`src/rtl/seq_alu_if.sv`:
```
// Issue/result handshake bundle between the register-read stage, seq_alu and write-back.
interface seq_alu_if #(
   parameter int WIDTH = 18
);
   logic             in_valid;
   logic             in_ready;
   logic [WIDTH-1:0] a;
   logic [WIDTH-1:0] b;
   logic [2:0]       op;
   logic             out_valid;
   logic             out_ready;
   logic [WIDTH-1:0] result;
   logic [3:0]       flags;

   modport master (
      output in_valid, a, b, op, out_ready,
      input  in_ready, out_valid, result, flags
   );

   modport slave (
      input  in_valid, a, b, op, out_ready,
      output in_ready, out_valid, result, flags
   );
endinterface

```
`src/rtl/seq_alu.sv`:
```
// Handshaked ALU with registered result/flags and an iterative shift-add multiplier.
// Define SEQ_ALU_FLAGS_EN to build the {N,Z,C,V} flag logic; otherwise flags reads 0.
module seq_alu #(
   parameter int WIDTH = 18,
   parameter int SHW   = 5
) (
   input  logic     clk,
   input  logic     reset,
   seq_alu_if.slave bus
);
   localparam int CW = $clog2(WIDTH + 1);

   localparam logic [2:0] OP_ADD = 3'b000;
   localparam logic [2:0] OP_AND = 3'b001;
   localparam logic [2:0] OP_OR  = 3'b010;
   localparam logic [2:0] OP_XOR = 3'b011;
   localparam logic [2:0] OP_SUB = 3'b100;
   localparam logic [2:0] OP_SHL = 3'b101;
   localparam logic [2:0] OP_SHR = 3'b110;
   localparam logic [2:0] OP_MUL = 3'b111;

   typedef enum logic [1:0] {IDLE, BUSY, DONE} state_t;

   state_t           state, state_nxt;
   logic             accept;
   logic             is_mul;
   logic             last_step;
   logic [WIDTH-1:0] alu_out;

   logic [WIDTH-1:0] result_p1;
   logic [WIDTH-1:0] acc;
   logic [WIDTH-1:0] mcand;
   logic [WIDTH-1:0] mplier;
   logic [CW-1:0]    count;

   logic [WIDTH:0]   step_sum;
   logic [WIDTH-1:0] acc_step;
   logic [WIDTH-1:0] mplier_step;

   function automatic logic [WIDTH-1:0] alu_res(input logic [2:0]       f_op,
                                                input logic [WIDTH-1:0] x,
                                                input logic [WIDTH-1:0] y);
      logic [SHW-1:0] s;
      s = y[SHW-1:0];
      case (f_op)
         OP_ADD:  return x + y;
         OP_AND:  return x & y;
         OP_OR:   return x | y;
         OP_XOR:  return x ^ y;
         OP_SUB:  return x + ~y + WIDTH'(1);
         OP_SHL:  return (32'(s) >= WIDTH) ? '0 : (x << s);
         OP_SHR:  return (32'(s) >= WIDTH) ? '0 : (x >> s);
         default: return '0;
      endcase
   endfunction

   assign is_mul    = (bus.op == OP_MUL);
   assign last_step = (count == CW'(1));
   assign alu_out   = alu_res(bus.op, bus.a, bus.b);

   // Right-shifting product: acc holds the high half, mplier drains into the low half.
   assign step_sum    = {1'b0, acc} + {1'b0, (mplier[0] ? mcand : '0)};
   assign acc_step    = step_sum[WIDTH:1];
   assign mplier_step = {step_sum[0], mplier[WIDTH-1:1]};

   always_comb begin
      state_nxt     = state;
      bus.in_ready  = 1'b0;
      bus.out_valid = 1'b0;
      case (state)
         IDLE: begin
            bus.in_ready = 1'b1;
            if (bus.in_valid) state_nxt = is_mul ? BUSY : DONE;
         end
         BUSY: begin
            if (last_step) state_nxt = DONE;
         end
         DONE: begin
            bus.out_valid = 1'b1;
            bus.in_ready  = bus.out_ready;
            if (bus.out_ready) state_nxt = bus.in_valid ? (is_mul ? BUSY : DONE) : IDLE;
         end
         default: state_nxt = IDLE;
      endcase
   end

   assign accept = bus.in_valid && bus.in_ready;

   // Stage p1: result register, written on a non-MUL accept or on the final multiply step.
   always_ff @(posedge clk) begin
      if (reset) begin
         state     <= IDLE;
         result_p1 <= '0;
         acc       <= '0;
         mcand     <= '0;
         mplier    <= '0;
         count     <= '0;
      end else begin
         state <= state_nxt;
         if (accept) begin
            if (is_mul) begin
               acc    <= '0;
               mcand  <= bus.a;
               mplier <= bus.b;
               count  <= CW'(WIDTH);
            end else begin
               result_p1 <= alu_out;
            end
         end else if (state == BUSY) begin
            acc    <= acc_step;
            mplier <= mplier_step;
            count  <= count - CW'(1);
            if (last_step) result_p1 <= mplier_step;
         end
      end
   end

   assign bus.result = result_p1;

`ifdef SEQ_ALU_FLAGS_EN
   logic [3:0] flags_p1;

   function automatic logic ovf(input logic signed [WIDTH-1:0] x,
                                input logic signed [WIDTH-1:0] y,
                                input logic signed [WIDTH-1:0] r);
      return ((x < 0) == (y < 0)) && ((r < 0) != (x < 0));
   endfunction

   // Returns {C, V}; shifts report the last bit pushed out of the word.
   function automatic logic [1:0] alu_cv(input logic [2:0]       f_op,
                                         input logic [WIDTH-1:0] x,
                                         input logic [WIDTH-1:0] y);
      logic [WIDTH:0]   sum;
      logic [WIDTH-1:0] yi;
      logic [SHW-1:0]   s;
      logic             c;
      logic             v;
      s   = y[SHW-1:0];
      yi  = (f_op == OP_SUB) ? ~y : y;
      sum = {1'b0, x} + {1'b0, yi} + {{WIDTH{1'b0}}, (f_op == OP_SUB)};
      c   = 1'b0;
      v   = 1'b0;
      case (f_op)
         OP_ADD, OP_SUB: begin
            c = sum[WIDTH];
            v = ovf(x, yi, sum[WIDTH-1:0]);
         end
         OP_SHL: if (32'(s) < WIDTH && s != '0)
            c = ((x >> (WIDTH - 32'(s))) & WIDTH'(1)) != '0;
         OP_SHR: if (32'(s) < WIDTH && s != '0)
            c = ((x >> (32'(s) - 32'd1)) & WIDTH'(1)) != '0;
         default: ;
      endcase
      return {c, v};
   endfunction

   function automatic logic [3:0] mk_flags(input logic [WIDTH-1:0] r, input logic [1:0] cv);
      return {r[WIDTH-1], (r == '0), cv};
   endfunction

   // Stage p1: flags travel with result_p1.
   always_ff @(posedge clk) begin
      if (reset) begin
         flags_p1 <= '0;
      end else if (accept && !is_mul) begin
         flags_p1 <= mk_flags(alu_out, alu_cv(bus.op, bus.a, bus.b));
      end else if (state == BUSY && last_step) begin
         flags_p1 <= mk_flags(mplier_step, {(|acc_step), 1'b0});
      end
   end

   assign bus.flags = flags_p1;
`else
   assign bus.flags = 4'b0000;
`endif
endmodule

```
`src/flat_wrapper.sv`:
```
// flat-port wrapper written by rule: the top's interface ports become plain ports
module seq_alu_flat 
#(
   parameter int WIDTH = 18,
   parameter int SHW   = 5
)
  (clk, reset, bus_in_valid, bus_a, bus_b, bus_op, bus_out_ready, bus_in_ready, bus_out_valid, bus_result, bus_flags);
  seq_alu_if #(.WIDTH(WIDTH)) bus_i ();
  input  logic clk;
  input  logic reset;
  input wire logic [$bits(bus_i.in_valid)-1:0] bus_in_valid;
  input wire logic [$bits(bus_i.a)-1:0] bus_a;
  input wire logic [$bits(bus_i.b)-1:0] bus_b;
  input wire logic [$bits(bus_i.op)-1:0] bus_op;
  input wire logic [$bits(bus_i.out_ready)-1:0] bus_out_ready;
  output wire logic [$bits(bus_i.in_ready)-1:0] bus_in_ready;
  output wire logic [$bits(bus_i.out_valid)-1:0] bus_out_valid;
  output wire logic [$bits(bus_i.result)-1:0] bus_result;
  output wire logic [$bits(bus_i.flags)-1:0] bus_flags;
  assign bus_i.in_valid = bus_in_valid;
  assign bus_i.a = bus_a;
  assign bus_i.b = bus_b;
  assign bus_i.op = bus_op;
  assign bus_i.out_ready = bus_out_ready;
  assign bus_in_ready = bus_i.in_ready;
  assign bus_out_valid = bus_i.out_valid;
  assign bus_result = bus_i.result;
  assign bus_flags = bus_i.flags;
  seq_alu #(.WIDTH(WIDTH), .SHW(SHW)) u_core (.clk(clk), .reset(reset), .bus(bus_i));
endmodule
```
`config.mk`:
```
export PLATFORM = sky130hd
export DESIGN_NAME = seq_alu_flat
export DESIGN_NICKNAME = d
export VERILOG_FILES = /design/src/rtl/seq_alu_if.sv /design/src/rtl/seq_alu.sv /design/src/flat_wrapper.sv
export SDC_FILE = /design/constraint.sdc
export NUM_CORES = 1
export LEC_CHECK = 0
export CORE_ASPECT_RATIO = 2
export CORE_MARGIN = 2
export CORE_UTILIZATION = 60
export CTS_CLUSTER_DIAMETER = 50
export DETAILED_ROUTE_END_ITERATION = 12
export PLACE_DENSITY = 0.83
export SYNTH_ARGS = -nofsm -noshare
export SYNTH_HDL_FRONTEND = slang
export SYNTH_SLANG_ARGS = --single-unit
```
`constraint.sdc`:
```
create_clock -name clk -period 3.4 [get_ports clk]
set_input_delay 0.51 -clock clk [delete_from_list [all_inputs] [get_ports clk]]
set_output_delay 0.51 -clock clk [all_outputs]
set_load 0.01 [all_outputs]
```
==> results summary <==
The DRC violation total after the first TritonRoute iteration is 1177. The global-route wire length before repair is 50.05 mm. CTS saw 79 sinks. The proportion of synthesized chip area in sequential cells came out at 19.01%. Setup repair after global routing left no endpoint under its margin. The congestion estimate from routability-driven global placement came to 1.153. IR analysis of the VDD net gives a maximum drop of 206.6 µV. During synthesis, Yosys emitted a total of 0 warnings. In the post-synthesis netlist, the biggest area contributors are sky130_fd_sc_hd__dfxtp_1, sky130_fd_sc_hd__ha_1, sky130_fd_sc_hd__a21oi_1. The final-report setup violation count is 0. The design draws 3.153 mW. The overall die width came out at 87.26 µm. Data arrives at the worst endpoint at 3.43 ns.

The number of global-route vias before repair came out at 9459. Max-cap violations in this run came to 0. The instance area at placement came out at 9768 µm². The clock root buffer is sky130_fd_sc_hd__clkbuf_16. TritonCTS built the clock tree. The global-route congestion overflow total is 0. Counting flops with an async set or reset pin after synthesis yields a share of 0%. For this configuration, the core starts out at a cell density of 61.56%. The post-detailed-placement half-perimeter wirelength is 24.66 mm. Dividing the detail-routed via count by the number of cells gives 6.847.

The commonest cells after synthesis are sky130_fd_sc_hd__nand2_1, sky130_fd_sc_hd__a21oi_1, sky130_fd_sc_hd__nor2_1. Of all nets on the critical path, the largest fanout is 7. The number of nets in the final layout is 1354.

The tightest hold margin is 0.4490 ns. Derived from the worst setup path, the maximum achievable clock frequency is 309.2 MHz. The worst setup path is launched from a primary input. The synthesized design spends more area on one cell type than any other, namely sky130_fd_sc_hd__dfxtp_1. The nature of the critical path endpoint is a register. After clock tree synthesis, the clock-pin slew on the worst setup and hold paths is 0.06 ns.

Synthesis instantiated 83 different standard cells from the library. The accumulated negative setup slack came out at 0 ns. The number of nets with antenna violations after routing is 0. The signed area change from the synthesized netlist to the final layout came out at 21.31%. The area share of the largest cell type after synthesis is 19.01%. The number of pins with negative max-slew slack in the final report came to 0. The finished cells cover 10090 µm². The maximum level of the CTS H-tree came out at 3. The final antenna diode count came out at 0. The run finished with clean final reports. On the final layout, the worst clock skew is 0.01475 ns.

The remaining max-slew budget at the tightest pin is 27.98%. The floorplan die area came out at 14880 µm². The critical path is of the primary input to register type. For this run, design rule violations remaining after detail routing come to 0. After floorplanning, the core was divided into 60 placement rows. Dividing the final minimum period by the clock period gives 95.12%. The final-layout fill cell count came out at 1061. The power density over the cells came out at 312.5 nW/µm².

The number of buffers created by CTS is 9. The required time at the endpoint of the critical path came out at 3.60 ns. The worst path in the final design needs a cycle of 3.234 ns, including I/O delays and setup. Post-CTS timing repair inserted 0 buffers for setup. Synthesis inferred 79 register bits.

The initial antenna violation count came out at 0. 67 I/O pins were placed. The largest net degree at the start of global routing came out at 45. During placement, the flow inserted port buffers numbering 62.

The cell count after synthesis came out at 1105. The later pin in the worst-skew pair is clocked with a latency of 0.36 ns. The final routed wirelength across all metal layers is 32.50 mm. The number of hold buffers added after cts came out at 0. The storage element area came out at 1582 µm². The average size of a mapped cell is 7.528 µm². The number of buffers on the longest clock path came out at 2.

The path class of the tightest hold or removal check is register to register. The synthesized area is 8318 µm². Global routing consumed, over all layers together, 44.00% of the routing resources. The prevailing post-synth register cell is sky130_fd_sc_hd__dfxtp_1.

The total of cells resized after clock tree synthesis came out at 0. The iteration count of the initial detailed-routing pass is 7. The transition at the pin with the smallest max-transition slack came out at 1.072 ns. The cell leakage power came out at 4.297 nW. The final routed wire length divided by cell count came out at 23.36 µm. The share of post-route cells with drive strength above 1 came out at 16.59%.

The area of the core is 13510 µm². The area of combinational cells with multiple inputs is 6183 µm². From bottom edge to top edge, the die measures 170.5 µm. The count of endpoints failing hold in the final timing report came out at 0.

The via count of the routed design came out at 9524. In this run, synthesis inferred 0 flip-flops with an integrated enable. The most frequent cell after synthesis is sky130_fd_sc_hd__nand2_1.
-- worst max-delay path, stage by stage --
cell and delay, ns:
sky130_fd_sc_hd__clkdlybuf4s50_1 0.52, sky130_fd_sc_hd__buf_4 0.23, sky130_fd_sc_hd__nor2_1 0.13, sky130_fd_sc_hd__a211oi_1 0.07, sky130_fd_sc_hd__a21oi_1 0.50, sky130_fd_sc_hd__o21ai_0 0.49, sky130_fd_sc_hd__a22oi_1 0.32, sky130_fd_sc_hd__nor2_1 0.06
sky130_fd_sc_hd__o41ai_1 0.46, sky130_fd_sc_hd__a31oi_1 0.14
-- report_power, final --
| group | switching, mW | total [mW] | internal [mW] |
|---|---|---|---|
| logic | 0.665 | 1.16 | 0.493 |
| registers | 0.0241 | 0.980 | 0.956 |
| clock network | 0.438 | 1.02 | 0.577 |
-- logic make-up (layout without fill, tap and decap cells) --
group	count (synthesis)	count (layout)	share of synthesized area [%]
flops	79	79	19.01
other cells	1	4	0.04508
fa+ha+maj	80	80	12.30
compound gates	357	357	27.98
buf+inv	140	268	7.085
simple gates	360	360	20.01
xor+xnor	28	28	2.948
mux	60	60	10.62
-- stage by stage --
stage | setup slack [ns] | util, % | cells
2_1_floorplan | 0.3898 | - | 1108
3_3_place_gp | -0.2296 | 72.29 | 1375
3_5_place_dp | -0.3138 | 72.29 | 1375
4_1_cts | 0.03294 | 74.53 | 1391
5_1_grt | 0.0005951 | 74.68 | 1391
6_report | 0.1659 | 74.68 | 1391
-- state kept, by name, summed over array words and instances (netlist names) --
signal,cells
u_core.acc,18
u_core.bus.result,18
u_core.count,5
u_core.mcand,18
u_core.mplier,18
u_core.state,2
-- per-layer routing --
layer  track usage, %  vias up  routed length, µm
li1                 -     4246                  -
met1            46.08     4410              10590
met2            73.35      650              15680
met3            9.696      218               3032
met4            35.45        0               3196
met5                0        -                  0
-- final timing paths --
| kind | slack, ns | to | depth (start not counted) | from |
|---|---|---|---|---|
| max | 0.17 | u_core.bus.result[4]$_SDFFE_PP0P_ | 10 | bus_a[12] |
| min | 0.45 | u_core.mcand[7]$_SDFFE_PP0P_ | 2 | u_core.mcand[7]$_SDFFE_PP0P_ |
| max reg2reg | 0.46 | u_core.acc[11]$_SDFFE_PP0P_ | 11 | u_core.mcand[0]$_SDFFE_PP0P_ |
| min reg2reg | 0.45 | u_core.mcand[7]$_SDFFE_PP0P_ | 2 | u_core.mcand[7]$_SDFFE_PP0P_ |
-- layout make-up --
type	count	area share, %
timing repair buffer	188	15.75
sequential	79	15.67
clock inverter	7	0.7688
clock buffer	9	2.232
multi-input combinational	889	61.28
inverter	64	2.381
tap	155	1.922
-- placed cells by master (no fill, tap or decap), types with 16 or more instances in the layout --
cell	netlist	final
sky130_fd_sc_hd__a211oi_1	25	25
sky130_fd_sc_hd__a21o_1	16	16
sky130_fd_sc_hd__a21oi_1	119	119
sky130_fd_sc_hd__a22oi_1	22	22
sky130_fd_sc_hd__and2_1	23	23
sky130_fd_sc_hd__buf_4	6	123
sky130_fd_sc_hd__clkdlybuf4s50_1	0	59
sky130_fd_sc_hd__dfxtp_1	79	79
sky130_fd_sc_hd__ha_1	77	77
sky130_fd_sc_hd__inv_1	60	60
sky130_fd_sc_hd__mux2_2	18	18
sky130_fd_sc_hd__mux2i_1	16	16
sky130_fd_sc_hd__mux4_2	17	17
sky130_fd_sc_hd__nand2_1	125	125
sky130_fd_sc_hd__nand3_1	29	29
sky130_fd_sc_hd__nor2_1	100	98
sky130_fd_sc_hd__nor3_1	24	24
sky130_fd_sc_hd__o21ai_0	45	45
sky130_fd_sc_hd__xnor2_1	21	21
Note: power is estimated with default switching activity, not from simulation.
